--- config.mk ---
export PLATFORM = sky130hd
export DESIGN_NAME = store_buffer
export DESIGN_NICKNAME = d
export VERILOG_FILES = /design/src/rtl/mips_mem_pkg.sv /design/src/rtl/sb_fwd_match.sv /design/src/rtl/store_buffer.sv
export SDC_FILE = /design/constraint.sdc
export NUM_CORES = 1
export LEC_CHECK = 0
export ABC_AREA = 0
export BUFFER_PORTS_ARGS = -buffer_cell sky130_fd_sc_hd__clkbuf_2
export CAP_MARGIN = 20
export CORE_MARGIN = 1.5
export CORE_UTILIZATION = 38
export CTS_CLUSTER_SIZE = 12
export DETAILED_ROUTE_END_ITERATION = 7
export GPL_ROUTABILITY_DRIVEN = 1
export GPL_TIMING_DRIVEN = 0
export PLACE_DENSITY = 0.68
export REMOVE_ABC_BUFFERS = 1
export SETUP_SLACK_MARGIN = 0.02
export SKIP_CTS_REPAIR_TIMING = 1
export SYNTH_ARGS = -nofsm -noshare
export SYNTH_HDL_FRONTEND = slang
export SYNTH_SLANG_ARGS = --single-unit
--- constraint.sdc ---
create_clock -name clk -period 3.2 [get_ports clk]
set_clock_uncertainty 0.2 [all_clocks]
set_input_delay 0.32 -clock clk [delete_from_list [all_inputs] [get_ports clk]]
set_output_delay 0.32 -clock clk [all_outputs]
set_load 0.01 [all_outputs]
--- src/rtl/mips_mem_pkg.sv ---
// Shared memory-subsystem definitions: word width, default store-buffer depth,
// word-index geometry used by the store buffer, data memory and MEM stage.
package mips_mem_pkg;

  localparam int SB_DEPTH = 4;   // default store-buffer entries
  localparam int WORD_W   = 32;  // data word width
  localparam int ADDR_W   = 32;  // default byte-address width
  localparam int WORD_LSB = 2;   // byte-offset bits dropped for word indexing

  // Width of a word index for a given byte-address width
  function automatic int widx_w(input int aw);
    return aw - WORD_LSB;
  endfunction

endpackage

--- src/rtl/sb_fwd_match.sv ---
// Youngest-match forwarding search over the valid store-buffer entries.
// Entries are visited from tail-1 back to head; the first match wins.
module sb_fwd_match
  import mips_mem_pkg::*;
#(
  parameter int DEPTH = SB_DEPTH,
  parameter int WA_W  = ADDR_W - WORD_LSB,
  parameter int PW    = $clog2(DEPTH)
) (
  input  logic [DEPTH-1:0][WA_W-1:0]   ent_addr,
  input  logic [DEPTH-1:0][WORD_W-1:0] ent_data,
  input  logic [PW-1:0]                head,
  input  logic [PW:0]                  count,
  input  logic [WA_W-1:0]              key,
  output logic                         hit,
  output logic [WORD_W-1:0]            data
);

  logic [PW-1:0] idx;

  // Priority search: offset count-1 (youngest) first, down to offset 0 (head)
  always_comb begin
    hit  = 1'b0;
    data = '0;
    idx  = '0;
    for (int k = DEPTH - 1; k >= 0; k--) begin
      idx = head + PW'(k);
      if (!hit && ((PW + 1)'(k) < count) && (ent_addr[idx] == key)) begin
        hit  = 1'b1;
        data = ent_data[idx];
      end
    end
  end

endmodule

--- src/rtl/store_buffer.sv ---
// Posted-store buffer between the MEM-stage load/store port and a single-port
// data memory. Stores queue in a FIFO and retire in order whenever the port is
// free; loads go to memory directly, with youngest-match forwarding.
module store_buffer
  import mips_mem_pkg::*;
#(
  parameter int DEPTH = SB_DEPTH,
  parameter int AW    = ADDR_W
) (
  input  logic              clk,
  input  logic              reset,
  input  logic              cpu_rd,
  input  logic              cpu_wr,
  input  logic [AW-1:0]     cpu_addr,
  input  logic [WORD_W-1:0] cpu_wdata,
  output logic [WORD_W-1:0] cpu_rdata,
  output logic              cpu_stall,
  output logic              sb_empty,
  output logic              mem_rd,
  output logic              mem_wr,
  output logic [AW-1:0]     mem_addr,
  output logic [WORD_W-1:0] mem_wdata,
  input  logic [WORD_W-1:0] mem_rdata
);

  localparam int PW   = $clog2(DEPTH);
  localparam int WA_W = widx_w(AW);

  logic [DEPTH-1:0][WA_W-1:0]   ent_addr;
  logic [DEPTH-1:0][WORD_W-1:0] ent_data;
  logic [PW-1:0]                head;
  logic [PW-1:0]                tail;
  logic [PW:0]                  count;

  logic                         full;
  logic                         rd_only;
  logic                         drain;
  logic                         push;
  logic                         pop;
  logic                         fwd_hit;
  logic [WORD_W-1:0]            fwd_data;

  sb_fwd_match #(
    .DEPTH (DEPTH),
    .WA_W  (WA_W),
    .PW    (PW)
  ) u_fwd (
    .ent_addr (ent_addr),
    .ent_data (ent_data),
    .head     (head),
    .count    (count),
    .key      (cpu_addr[AW-1:WORD_LSB]),
    .hit      (fwd_hit),
    .data     (fwd_data)
  );

  // sb_empty comes only from registered occupancy
  assign sb_empty = (count == '0);

  // Port arbitration, load return and stall generation
  always_comb begin
    full      = (count == (PW + 1)'(DEPTH));
    // A simultaneous load+store request is a store; the load half is dropped
    rd_only   = cpu_rd && !cpu_wr;
    // Drain whenever stores are queued and the CPU is not asking for the port,
    // and unconditionally when full so the buffer always makes progress.
    // Held off while reset is asserted so no pending store is ever written.
    drain     = reset && (count != '0) && (full || !cpu_rd);
    pop       = drain;
    push      = cpu_wr && !full;

    mem_rd    = 1'b0;
    mem_wr    = 1'b0;
    mem_addr  = '0;
    mem_wdata = '0;
    if (drain) begin
      mem_wr    = 1'b1;
      mem_addr  = {ent_addr[head], {WORD_LSB{1'b0}}};
      mem_wdata = ent_data[head];
    end else if (rd_only) begin
      mem_rd    = 1'b1;
      mem_addr  = cpu_addr;
    end

    cpu_stall = 1'b0;
    cpu_rdata = '0;
    if (cpu_wr) begin
      cpu_stall = reset && full;
    end else if (cpu_rd) begin
      if (fwd_hit) begin
        // Forwarding is valid even if the matching entry retires this cycle
        cpu_rdata = fwd_data;
      end else if (drain) begin
        cpu_stall = 1'b1;
      end else begin
        cpu_rdata = mem_rdata;
      end
    end
  end

  // FIFO storage, pointers and occupancy
  always_ff @(posedge clk) begin
    if (!reset) begin
      ent_addr <= '0;
      ent_data <= '0;
      head     <= '0;
      tail     <= '0;
      count    <= '0;
    end else begin
      if (push) begin
        ent_addr[tail] <= cpu_addr[AW-1:WORD_LSB];
        ent_data[tail] <= cpu_wdata;
        tail           <= tail + PW'(1);
      end
      if (pop) begin
        head <= head + PW'(1);
      end
      case ({push, pop})
        2'b10:   count <= count + (PW + 1)'(1);
        2'b01:   count <= count - (PW + 1)'(1);
        default: count <= count;
      endcase
    end
  end

endmodule
==> run metrics, run 1 <==
max_slew headroom roughly an eighth; setup violators final 38; placed cell count roughly 3000; clock tree buffer depth 3; Comb pwr share 48.8%; power per cell area around 580 nW/um^2; CP max FO 13; Num Clock Sinks about 260; Yosys warning total 0; Worst Path Arrival around 4.2 ns; clk_lat worst skew 0.58 ns; Critical R2R Launch count[0]; reg2reg path depth 8; final net count 2598; number of global-route vias before repair 17300; VDD IR-drop max roughly 0.46 mV; gr ovfl total 0; DRC viols 0; CTS tree done; ys async rst share 0%; layout cells sized above 1 a little over a quarter; Final HPWL DP 41900 microns; GPL Wtd Cong ~0.87; Fin Hold WS -0.0554 ns; period utilisation layout 147%; r2r endpoint ent_data[20]; min-delay src cpu_addr[23]; largest net degree at the start of global routing approximately 180; LEAKAGE 8.66 nW; largest cells by area after synthesis dfxtp_1 (26%), mux4_2 (14%), nand2_1 (12%); most common cell after layout, fill and taps aside nand2_1; worst slew pin tran between 1 and 1.5 ns; Storage cell area between 5000 and 6000 sq um; Yosys reg bits around 260; Post-DP Area 20900 sq um; sequential share of power 25.7%; failing checks negative hold slack, negative setup slack; Hold Path Cell Cnt 3; post-synth cell types 80; die span in y 229 microns; status finished, violations left; I/O pins 200; RSZ-0062 raised after global routing yes; ANT nets after route 0; Netlist Area Pre-Place roughly 19000 sq um; Root Buffer clkbuf_16; Psw 5.49 mW; Vias/cell around 6; Max-Cap Viols 0; FMAX around 0.21 GHz; Hold Path End ent_addr[81]; Reg2Reg Setup Slack 0.33 ns; first-pass GRT wire length around 99000 microns; Mapped Cells approximately 2300; area delta synth->final 26.9%; core region area 50200 sq um; n_diodes 0; Design Area, Final between 20000 and 25000 sq um; Crit. End Element output port; Initial DRC Count 1897; initial antenna violation count 4; iteration count of the initial detailed-routing pass 7; number of flops mapped to enable cells by yosys 0; Tmin final approximately 4.7 ns; max-slew violations 0; Sw Ratio between 30 and 40%; die width 229 microns; leading area contributor after synthesis dfxtp_1; ys flop type dfxtp_1; Clock transition at path regs 0.06 ns; top-area cell type share of the netlist area 26.4%; area occupied by multi-input gates around 14000 sq um; cts bufs inserted 31; power share of the clock group between 20 and 30%; # port buffers between 150 and 200; Die ar. roughly 52000 sq um; overall routing resource usage a little under a quarter; crit path kind reg2out; H-tree depth 1; fillers 4484; Pint roughly 8.7 mW; Via Count 19200; worst setup margin -1.50 ns; WL/cell ~23 microns; Worst EP required 2.68 ns; fin cells between 3000 and 4000; Rows 82; min-delay worst type in2reg; post-synthesis sequential area ratio a little over a quarter; Hold Vio Cnt, Final 22; Setup crit start kind flip-flop; most frequent cells in the layout nand2_1 (593), dfxtp_1 (251), a21boi_0 (249); Initial Util about 39%; WL final about 75000 microns; Mean Syn Cell Area roughly 8.5 sq um
[synthesized netlist by cell type (14+ instances only)]
cell type,instances
dfxtp_1,255
clkbuf_1,145
inv_1,24
mux2_2,58
o21ai_1,16
a31oi_1,23
and2_1,14
o21ai_0,100
o2bb2a_1,22
mux4_2,117
mux2i_1,112
buf_1,14
nand2_1,602
buf_6,17
a21boi_0,250
buf_2,22
a21oi_1,35
xnor2_1,69
a22o_1,21
nor2_1,80
xor2_1,38
nand3_1,41
[power by group through the flow]
stage | Combinational [mW] | Sequential, mW | Clock [mW]
global placement | 3.57 | 4.11 | 0
detailed placement | 5.00 | 3.79 | 0
floorplan | 2.66 | 4.04 | 0
CTS | 5.02 | 3.72 | 3.67
global route | 7.24 | 3.69 | 3.80
finish | 6.94 | 3.66 | 3.63
[layout make-up]
class	instances	share of cell area (%)
Inverter	27	0.525
Multi-Input combinational cell	1783	55.7
Sequential cell	255	20.9
Timing Repair Buffer	391	15.2
Tap cell	672	3.43
Clock buffer	46	3.72
Clock inverter	9	0.490
[sequential cells by signal, indices dropped and copies added, names as in the netlist]
name / cells
head: 2
ent_addr: 120
count: 3
ent_data: 128
tail: 2
[cells by family (layout without fill, tap and decap cells)]
kind of cell | Yosys count | after routing | synth area share (%)
buf+inv | 247 | 473 | 6.27
simple gates | 819 | 822 | 17.9
flops | 255 | 255 | 26.4
mux | 296 | 296 | 24.0
compound gates | 548 | 549 | 20.1
fa+ha+maj | 9 | 9 | 0.582
xor+xnor | 107 | 107 | 4.85
[worst max path at each step]
stage	from	end	cells after the start
floorplan	head[0]	cpu_rdata[17]	9
global placement	head[1]	cpu_rdata[27]	9
detailed placement	head[1]	cpu_rdata[27]	14
CTS	head[1]	cpu_rdata[27]	14
global route	head[0]	cpu_rdata[4]	16
finish	head[1]	cpu_rdata[12]	17
[worst max-delay path, stage by stage, from the launching register on]
cell	delay (ns)
dfxtp_4	0.38
buf_16	0.14
buf_16	0.15
buf_16	0.14
buf_4	0.12
mux4_2	0.49
xor2_1	0.21
a2111oi_2	0.40
nand4_1	0.14
buf_4	0.22
buf_4	0.15
nor3_4	0.15
buf_12	0.19
buf_16	0.16
a22o_1	0.16
a31oi_2	0.06
o21ai_1	0.16
clkbuf_2	0.15
[stage by stage]
| stage | utilization (%) | setup WS (ns) | power, mW | setup TNS [ns] |
|---|---|---|---|---|
| after floorplan | - | -10.15 | 6.70 | -790.52 |
| after global placement | 40.0 | -16.68 | 7.68 | -1633.10 |
| after detailed placement | 41.7 | -2.84 | 8.78 | -89.80 |
| after CTS | 43.7 | -3.47 | 12.4 | -131.99 |
| after global routing | 48.9 | -1.86 | 14.7 | -60.28 |
| final | 48.9 | -1.50 | 14.2 | -47.64 |
[per-layer routing]
metal  vias up  global-route usage, %  wire length (microns)
li1       8529                      -                      -
met1      9306                   30.8                  29000
met2      1114                   39.6                  34700
met3       229                   3.47                   7600
met4         8                   8.82                   3470
met5         -                      0                     52
(Power assumes the default switching activity.)
==> run 2: changes to the inputs <==
--- a/config.mk
+++ b/config.mk
@@ -10,11 +10,12 @@
 export CAP_MARGIN = 20
 export CORE_MARGIN = 1.5
 export CORE_UTILIZATION = 38
+export CTS_BUF_LIST = sky130_fd_sc_hd__clkbuf_8
 export CTS_CLUSTER_SIZE = 12
 export DETAILED_ROUTE_END_ITERATION = 7
 export GPL_ROUTABILITY_DRIVEN = 1
 export GPL_TIMING_DRIVEN = 0
-export PLACE_DENSITY = 0.68
+export PLACE_DENSITY = 0.66
 export REMOVE_ABC_BUFFERS = 1
 export SETUP_SLACK_MARGIN = 0.02
 export SKIP_CTS_REPAIR_TIMING = 1
==> constraint.sdc (replaced) <==
create_clock -name clk -period 5.65 [get_ports clk]
set_clock_uncertainty 0.2 [all_clocks]
set_input_delay 0.565 -clock clk [delete_from_list [all_inputs] [get_ports clk]]
set_output_delay 0.565 -clock clk [all_outputs]
set_load 0.01 [all_outputs]
==> run metrics, run 2 (synthesis gave the netlist of run 1 again) <==
core region area 50200 sq um (unchanged); biggest regs ent_data (128), ent_addr (120), count (3); Worst Setup SP head[0]; GPL Wtd Cong 0.885 (+1.7%); Critical R2R Launch count[0]; Tmin final around 5.5 ns; CTS tree done; VDD IR-drop max 0.195 mV (-57%); Fin Hold WS 0.00585 ns (+0.0612 ns); status finished clean; iteration count of the initial detailed-routing pass 8 (+1); ANT nets after route 0 (unchanged); Top reg by flops ent_data; CP max FO 26 (+13); RSZ-0062 raised after global routing no; I/O pins 200 (unchanged); sequential share of power 29.0% (+3.3 points); Psw 2.86 mW (-48%); gr ovfl total 0 (unchanged); Initial Util 38.5% (unchanged); largest net degree at the start of global routing 133 (-25%); area occupied by multi-input gates 13200 sq um (-3.5%); DRC viols 0 (unchanged); Root Buffer clkbuf_8; Worst EP required 4.89 ns (+2.21 ns); layout cells sized above 1 22.8% (-4.4 points); setup violators final 0 (-100%); max-slew violations 0 (unchanged); die span in y 229 microns (unchanged); worst slack at placement -1.17 ns (+1.67 ns); min-delay worst type in2reg; power share of the clock group 26.4% (+0.9 points); max reg flops 128 (unchanged); WL/cell 22.3 microns (-5.3%); power per cell area 317 nW/um^2 (-45%); Max-Cap Viols 0 (unchanged); most frequent cells in the layout nand2_1 (597), dfxtp_1 (253), a21boi_0 (249); total power draw 7.13 mW (-50%); Comb pwr share 44.6% (-4.2 points); max_slew headroom 25.3% (+13 points); clk_lat worst skew 0.62 ns (+0.04 ns); final net count 2491 (-4.1%); Vias/cell 5.92 (-1.8%); min-delay src cpu_wdata[19]; worst slew pin tran 1.12 ns (-0.198 ns); Setup crit start kind flip-flop; Initial DRC Count 1900 (+0.16%); Die ar. 52200 sq um (unchanged); fillers 4773 (+6.4%); most common cell after layout, fill and taps aside nand2_1; Crit. End Element output port; first-pass GRT wire length 99700 microns (+0.98%); initial antenna violation count 4 (unchanged); WL final 68900 microns (-7.8%); Clock transition at path regs 0.06 ns (about the same); Via Count 18300 (-4.4%); Num Clock Sinks 255 (unchanged); period utilisation layout between 90 and 100%; clock tree buffer depth 3 (unchanged); Worst Path Arrival 4.71 ns (+0.53 ns); overall routing resource usage 24.2% (+0.54 points); FMAX roughly 0.18 GHz; worst setup margin 0.171 ns (+1.67 ns); Final HPWL DP 42000 microns (+0.15%); Hold Vio Cnt, Final 0 (-100%); area delta synth->final 16.1%; LEAKAGE 7.87 nW (-9.2%); number of global-route vias before repair 17400 (+0.52%); setup_tns 0 ns (+47.64 ns); Rows 82 (unchanged); cts bufs inserted 50 (+61%); Storage cell area 5110 sq um (-0.15%); Final Util 44.7% (-4.1 points); # port buffers 199 (unchanged); die width 229 microns (unchanged); crit path kind reg2out; Pint 4.27 mW (-51%); H-tree depth 2 (+1); Sw Ratio 40.1% (+1.5 points)
[run 2: cell count changes in the layout (fill, tap and decap cells not counted), sizes merged]
cell         before  now
nand2           605  602
dlygate4sd3      50    1
buf             142   56
clkinvlp          1    3
diode             0    2
bufinv            3    0
inv              25   48
and4              5    6
clkbuf          245  273
clkinv            7    6
[run 2: path summary, 6_finish.rpt]
path / end / slack [ns] / depth (start not counted)
worst max-delay path: cpu_rdata[27] / 0.17 / 15
worst min-delay path: ent_data[19] / 0.006 / 3
worst max register to register: count[2] / 2.14 / 12
worst min register to register: ent_data[27] / 0.28 / 2
[run 2: cell type report]
class	count	area share (%)
diodes	2	0.0223
clock buffers	63	3.86
clock inverters	30	0.568
inverters	27	0.490
multi-input cells	1781	58.8
flip-flops and latches	255	22.8
well taps	672	3.75
repair buffers	267	9.75
[run 2: worst max-delay path, stage by stage, from the launching register on]
cell and delay, ns:
dfxtp_4 0.43, buf_16 0.24, buf_16 0.21, buf_16 0.23
mux4_1 0.59, xnor2_1 0.23, o2111ai_1 0.23, or3_4 0.40
nor4_4 0.21, buf_4 0.20, buf_6 0.21, o31ai_4 0.11
buf_8 0.24, a21o_1 0.16, o21ai_1 0.17, clkbuf_2 0.17
[run 2: metrics by stage]
stage	cell area, sq um	cells
finish	22400	3097
global route	22400	3096
CTS	21900	3057
detailed placement	20900	2964
global placement	20100	2932
floorplan	18200	2061
[run 2: power by group through the flow]
stage	Clock, mW	Combinational, mW	Sequential (mW)
after floorplan	0	1.89	2.41
after global placement	0	2.45	2.47
after detailed placement	0	2.87	2.13
after CTS	1.91	2.87	2.09
after global routing	1.99	3.37	2.09
final	1.88	3.18	2.07
[run 2: per-layer routing]
| metal | track usage (%) | vias up | wire length [microns] |
|---|---|---|---|
| met1 | 30.5 | 8939 | 27700 |
| met3 | 4.59 | 168 | 6200 |
| li1 | - | 8318 | - |
| met5 | 0 | - | 27 |
| met4 | 10.3 | 4 | 2710 |
| met2 | 40.3 | 905 | 32200 |
